## src/rtl/mem_arbiter.sv

```systemverilog
// Two-master arbiter in front of a single pipelined memory port.
// Requests are selected combinationally with a flipping priority pointer.
// A small owner FIFO records which master each accepted request came from,
// so that in-order memory responses can be routed back to the right master.
module mem_arbiter #(
    parameter int ADDR_LSB  = 2,
    parameter int OWN_DEPTH = 2
) (
    input  logic        clk,
    input  logic        rst_n,

    input  logic        m0_req_i,
    output logic        m0_gnt_o,
    output logic        m0_rvalid_o,
    input  logic [31:0] m0_addr_i,
    input  logic        m0_we_i,
    input  logic [31:0] m0_wdata_i,
    output logic [31:0] m0_rdata_o,

    input  logic        m1_req_i,
    output logic        m1_gnt_o,
    output logic        m1_rvalid_o,
    input  logic [31:0] m1_addr_i,
    input  logic        m1_we_i,
    input  logic [31:0] m1_wdata_i,
    output logic [31:0] m1_rdata_o,

    output logic        mem_req_o,
    input  logic        mem_gnt_i,
    input  logic        mem_rvalid_i,
    output logic [31:0] mem_addr_o,
    output logic        mem_we_o,
    output logic [31:0] mem_wdata_o,
    input  logic [31:0] mem_rdata_i,

    output logic        err_o
);

    localparam int PW = (OWN_DEPTH > 1) ? $clog2(OWN_DEPTH) : 1;
    localparam int CW = $clog2(OWN_DEPTH) + 1;
    localparam logic [CW-1:0] DEPTH_C = CW'(OWN_DEPTH);

    // Owner FIFO storage: 0 = m0, 1 = m1.
    logic          owner_q [OWN_DEPTH];
    logic [PW-1:0] wr_ptr;
    logic [PW-1:0] rd_ptr;
    logic [CW-1:0] count;
    logic          prio;
    logic          err_q;

    logic          fifo_full;
    logic          fifo_empty;
    logic          sel;
    logic          accept;
    logic          pop;
    logic          head_owner;
    logic [31:0]   sel_addr;
    logic          sel_we;
    logic [31:0]   sel_wdata;

    assign fifo_full  = (count == DEPTH_C);
    assign fifo_empty = (count == '0);
    assign head_owner = owner_q[rd_ptr];

    // Pick the master: a lone requester wins, otherwise the priority holder wins.
    always_comb begin
        sel = 1'b0;
        unique case ({m1_req_i, m0_req_i})
            2'b01:   sel = 1'b0;
            2'b10:   sel = 1'b1;
            2'b11:   sel = prio;
            default: sel = 1'b0;
        endcase
    end

    assign sel_addr  = sel ? m1_addr_i  : m0_addr_i;
    assign sel_we    = sel ? m1_we_i    : m0_we_i;
    assign sel_wdata = sel ? m1_wdata_i : m0_wdata_i;

    // Requests are held off while reset is asserted or no owner slot is free.
    assign mem_req_o   = rst_n & (m0_req_i | m1_req_i) & ~fifo_full;
    assign mem_addr_o  = mem_req_o ? (sel_addr >> ADDR_LSB) : 32'h0;
    assign mem_we_o    = mem_req_o ? sel_we : 1'b0;
    assign mem_wdata_o = mem_req_o ? sel_wdata : 32'h0;

    assign accept   = mem_req_o & mem_gnt_i;
    assign m0_gnt_o = accept & ~sel;
    assign m1_gnt_o = accept &  sel;

    // A response is only routed when an owner is recorded for it.
    assign pop         = mem_rvalid_i & ~fifo_empty;
    assign m0_rvalid_o = pop & ~head_owner;
    assign m1_rvalid_o = pop &  head_owner;
    assign m0_rdata_o  = m0_rvalid_o ? mem_rdata_i : 32'h0;
    assign m1_rdata_o  = m1_rvalid_o ? mem_rdata_i : 32'h0;

    assign err_o = err_q;

    // Owner storage needs no reset: entries are only read once count covers them.
    always_ff @(posedge clk) begin
        if (accept) begin
            owner_q[wr_ptr] <= sel;
        end
    end

    // FIFO pointers, occupancy, priority pointer and the sticky orphan-response flag.
    always_ff @(posedge clk or negedge rst_n) begin
        if (!rst_n) begin
            wr_ptr <= '0;
            rd_ptr <= '0;
            count  <= '0;
            prio   <= 1'b0;
            err_q  <= 1'b0;
        end else begin
            if (accept) begin
                wr_ptr <= wr_ptr + PW'(1);
                prio   <= ~prio;
            end
            if (pop) begin
                rd_ptr <= rd_ptr + PW'(1);
            end
            unique case ({accept, pop})
                2'b10:   count <= count + CW'(1);
                2'b01:   count <= count - CW'(1);
                default: count <= count;
            endcase
            if (mem_rvalid_i && fifo_empty) begin
                err_q <= 1'b1;
            end
        end
    end

endmodule

```

## config.mk

```make
export PLATFORM = sky130hd
export DESIGN_NAME = mem_arbiter
export DESIGN_NICKNAME = d
export VERILOG_FILES = /design/src/rtl/mem_arbiter.sv
export SDC_FILE = /design/constraint.sdc
export NUM_CORES = 1
export LEC_CHECK = 0
export ABC_AREA = 1
export CORE_AREA = 3 3 118 120
export DETAILED_ROUTE_END_ITERATION = 8
export DIE_AREA = 0 0 121 123
export PLACE_DENSITY_LB_ADDON = 0.08
export SYNTH_ARGS = -nofsm -noshare
export SYNTH_HDL_FRONTEND = slang
export SYNTH_SLANG_ARGS = --single-unit
export TNS_END_PERCENT = 50
```

## constraint.sdc

```tcl
create_clock -name clk -period 2.3 [get_ports clk]
set_input_delay 0.69 -clock clk [delete_from_list [all_inputs] [get_ports clk]]
set_output_delay 0.69 -clock clk [all_outputs]
set_load 0.005 [all_outputs]
```

[Word-level counts from Yosys, hierarchy flattened]
Memories as Yosys holds them, arrays and structs flattened.
Cells that the tools add are included.
Word-level totals
  RAM bits: 2
  bits in latches: 0
  memory bits (read-only): 0
  input bits: 168
  flip-flop bits (word level): 6
  output and inout bits: 135
  memories kept: 1
Memory list
  owner_q: words 2, width 1, read ports 1, clocked after Yosys merged registers in 0, wr ports 1, line 44  | logic owner_q [OWN_DEPTH];
Cells by class
  $mul: 0
  shift operators: 0
  muxes and demuxes: 12
  add/subtract/negate cells: 4
  reduce and logical (&&, ||, !) cells: 3
  order comparisons: 0
  equality and inequality tests: 5
  div/mod/pow operators: 0
  bitwise logic cells: 14
Operator list (number)
  32-bit 2-to-1 mux: 5
  30-bit 2-to-1 mux: 1
  1-bit AND: 8
  2-bit == test (second input constant): 4
  1-bit inverter: 5
  1-bit 2-to-1 mux: 4
  2-bit case mux with 2 select lines: 1
  1-bit adder (second input constant): 2
  2-bit by 1-bit adder with 2-bit output (second input constant): 1
  2-bit by 1-bit == test with 1-bit output (second input constant): 1
  2-bit zero test: 1
  1-bit case mux with 2 select lines: 1
  2-bit nonzero test: 1
  2-bit by 1-bit subtractor with 2-bit output (second input constant): 1
  1-bit logical AND: 1
  1-bit OR: 1

[Longest topological paths before layout]
  depth after elaboration: 6
  mapped depth: 8

[Worst setup path after synthesis]
Ideal clock, no wire load.
  kind: input -> output
  from: input port m1_req_i
  to: output port mem_addr_o[10]
  path slack: 0.243 ns
  data arrival time: 1.367 ns
  data required time: 1.610 ns
  cell stages on the path: 6
  buffers on the path: 3
  cell sequence: buf_2 nand2_2 buf_6 buf_8 nand2_1 a21oi_1
Between the ends
  longest elaborated chain between the ends: 4
  elaborated cells between the ends (all ways): 8
  classes of those cells: eq/ne (2); mux (3); bitwise (3)
Ends and longest elaborated chain
  start, declared: line 20  | input logic m1_req_i,
  2-bit == test / 1-bit OR (equally long branches): line 68, 81
  1-bit case mux with 2 select lines / 1-bit AND (equally long branches): line 68, 81
  32-bit 2-to-1 mux / 1-bit AND (equally long branches): line 76, 81
  30-bit 2-to-1 mux (*): line 82  | assign mem_addr_o = mem_req_o ? (sel_addr >> ADDR_LSB) : 32'h0;
  end, declared: line 31  | output logic [31:0] mem_addr_o,
Mark *: on every way between the ends. The rest lies on a longest branch, timed or not.

[Final worst setup path]
  from: input port m1_req_i
  to: output port mem_wdata_o[2]
Between the ends
  longest elaborated chain between the ends: 4
  elaborated cells between the ends (all ways): 8
  classes of those cells: eq/ne (2); mux (3); bitwise (3)
Ends and longest elaborated chain
  2-bit == test / 1-bit OR (equally long branches): line 68, 81
  1-bit case mux with 2 select lines / 1-bit AND (equally long branches): line 68, 81
  32-bit 2-to-1 mux / 1-bit AND (equally long branches): line 78, 81
  32-bit 2-to-1 mux (*): line 84  | assign mem_wdata_o = mem_req_o ? sel_wdata : 32'h0;
  end, declared: line 33  | output logic [31:0] mem_wdata_o,
Marks and branches as above.

==> results.md <==
- DIE WIDTH: 121 µm
- Gpl congestion: 0.823
- Total of max-cap violations: 0
- P_leak: 2.95 nW
- Die H: 123 µm
- Post-DRT Antenna Nets: 0
- Critical Path AT: 1.64 ns
- GRT Overall Usage: 0.184
- Vias: 3813
- Die area: 14900 µm²
- Diode count: 0
- Clock buffer depth: 2
- Worst r2r src: count[1]$_DFFE_PN0P_
- Initial cell density of the core: 0.153
- Pre-antenna DRT Iters: 6
- Initial DRC count: 104
- Drt total wl: 14900 µm
- Synth area leaders: nand3_1 16%, a21oi_1 13%, nor2_1 13%
- P&R area growth vs syn: 202%
- FF+latch area: 210 µm²
- Failing checks: negative setup slack
- Dpl ws: -0.841 ns
- Row cnt: 42
- Cells after Synth: 371
- Crit end category: output pin
- WS Path Type: in2out
- Nets: 887
- I/O Pins: 303
- First-pass GRT wire length: 21800 µm
- Multi-input logic area: 1740 µm²
- Leading area contributor after synthesis: nand3_1
- CP Max Fanout: 7
- #FFs+latches synth: 8
- Vias in the first global route: 4009
- Max Freq: 430 MHz
- Clk pin slew, worst setup/hold paths: 0.04 ns
- Post-DP HPWL: 10900 µm
- Setup crit start: m1_req_i
- Initial antenna violation count: 0
- Synth cell types: 25
- Top sig layer: met4
- Final worst setup slack: -0.0269 ns
- Syn avg cell area: 5.38 µm²
- Fillers: 1343
- Worst VDD drop: 0.264 mV
- IO buf count: 296
- Metal-1 WL: 4970 µm
- # H-tree levels: 1
- Synth Cell Area: 2000 µm²
- Remaining Overflow, GRT: 0
- Slew Limit Fails: 0
- Clk_skew: 0.00107 ns
- Final hold vios: 0
- Yosys top cell area share: 0.163
- Vias per Instance: 4.27
- Final setup fails: 7
- Clk_lat worst skew: 0.23 ns
- Power Dens Cells: 592 nW/µm²
- # clock sinks: 8
- Routed len/inst: 16.6 µm
- Synthesis Warnings: 0
- Root Buffer: clkbuf_16
- Tmin final: 2.33 ns
- Hold WS: 0.355 ns
- Post-route DRC: 0
- Critical Path RT: 1.61 ns
- Startpoint types: input port
- Met2 WL: 8120 µm
- R2R depth: 9
- Seq/Total Area, Yosys: 0.105
- Tcrit/Tclk final: 1.01
- Status: finished, violations left
- Min-Delay Path Class: in2async
- Metal3 WL: 1440 µm
- CTS tree: done
- FF-to-FF setup slack: 0.55 ns
- RR Endpoint: count[1]$_DFFE_PN0P_
- Share of cells above drive strength 1: 0.391
- CORE AREA: 13100 µm²
- RSZ-0062 raised after global routing: true
- Largest net degree at the start of global routing: 19
- Num CTS Buffers: 3
worst max path at each step:
| stage | slack, ns | depth (start not counted) | to |
|---|---|---|---|
| after floorplan | 0.24 | 6 | mem_addr_o[10] |
| after global routing | -0.08 | 8 | mem_wdata_o[2] |
| final | -0.03 | 8 | mem_wdata_o[2] |
| after CTS | -0.26 | 7 | m0_rvalid_o |
| after global placement | -0.83 | 7 | mem_wdata_o[2] |
| after detailed placement | -0.84 | 7 | mem_wdata_o[2] |
sequential cells by signal, summed over array words and instances, names as in the netlist:
name	count
count	2
prio	1
wr_ptr	1
owner_q	2
rd_ptr	1
err_o	1
cells in the final DEF (no fill, tap or decap):
master,instances
a21oi_1,3
a21oi_2,50
a21oi_4,10
a31o_2,1
buf_12,19
buf_16,9
buf_2,85
buf_4,36
buf_6,13
buf_8,5
clkbuf_1,1
clkbuf_16,3
clkbuf_2,5
clkdlybuf4s15_1,6
clkdlybuf4s15_2,7
clkdlybuf4s50_1,159
conb_1,2
dfrtp_1,6
dlygate4sd2_1,29
dlymetal6s2s_1,1
edfxtp_1,2
ha_1,1
inv_1,41
inv_12,2
inv_2,3
inv_4,1
nand2_1,59
nand2_2,12
nand2_8,4
nand3_1,63
nand3_2,2
nand4_1,2
nor2_1,59
nor2_2,6
nor2_4,5
o21ai_4,2
xnor2_1,2
xor2_1,1
power by group:
part           internal [mW]  leakage [nW]  total (mW)  switching (mW)
sequential             0.199        0.0865       0.248          0.0489
clock                  0.231        0.0382       0.302          0.0703
combinational           1.64          2.82        3.02            1.37
metal layers:
metal	vias to the layer above	global-route usage
met1	1717	0.186
met4	0	0.0446
met5	-	0
li1	1874	-
met3	16	0.0535
met2	206	0.367
worst max-delay path: stages:
cell	delay, ns
buf_12	0.09
nor2_4	0.04
nor2_4	0.14
nand2_8	0.11
buf_12	0.16
buf_12	0.14
a21oi_4	0.12
buf_2	0.13
Yosys cell counts:
cell and instances:
buf_6 4, buf_12 1, edfxtp_1 2, nor2_2 2, nand2_2 14, buf_2 19, nand2_4 1, dfrtp_1 6
conb_1 1, xor2_1 1, nand2_1 60, a21oi_2 10, o21ai_2 1, buf_4 6, nand3_1 65, buf_8 4
o21ai_1 1, inv_2 3, xnor2_1 2, inv_1 43, a31o_2 1, a21oi_1 53, nand4_1 2, ha_1 1
nor2_1 68
cell type report:
type / count / share of cell area
timing repair buffer: 374 / 0.592
inverter: 46 / 0.0312
multi-input combinational: 284 / 0.289
timing repair inverter: 1 / 0.00270
sequential: 8 / 0.0349
tap: 176 / 0.0366
clock buffer: 4 / 0.0131
repair_timing:
| item | in CTS | in global routing |
|---|---|---|
| cloned | 12 | 0 |
| setup endpoints to repair | 132 | 126 |
| pin swaps | 9 | 7 |
| hold buffers | 0 | 0 |
| resized for setup | 512 | 63 |
| setup buffers | 27 | 4 |
kinds of logic (layout without fill, tap and decap cells):
kind of cell | Yosys count | in the layout | share of synthesized area
simple gates | 212 | 212 | 0.466
buf+inv | 80 | 425 | 0.219
compound gates | 66 | 66 | 0.188
flops | 8 | 8 | 0.105
xor+xnor | 3 | 3 | 0.0132
fa+ha+maj | 1 | 1 | 0.00627
other cells | 1 | 2 | 0.00188
stage by stage:
step / setup TNS, ns / util / power, mW / instance area, µm² / cells
2_1_floorplan: 0 / - / 1.19 / 2000 / 372
3_3_place_gp: -95.44 / 0.405 / 2.59 / 5300 / 846
3_5_place_dp: -95.37 / 0.405 / 2.59 / 5300 / 846
4_1_cts: -4.38 / 0.457 / 3.50 / 5980 / 889
5_1_grt: -2.86 / 0.460 / 3.84 / 6020 / 893
6_report: -0.0829 / 0.460 / 3.57 / 6020 / 893
(Power assumes the default switching activity.)
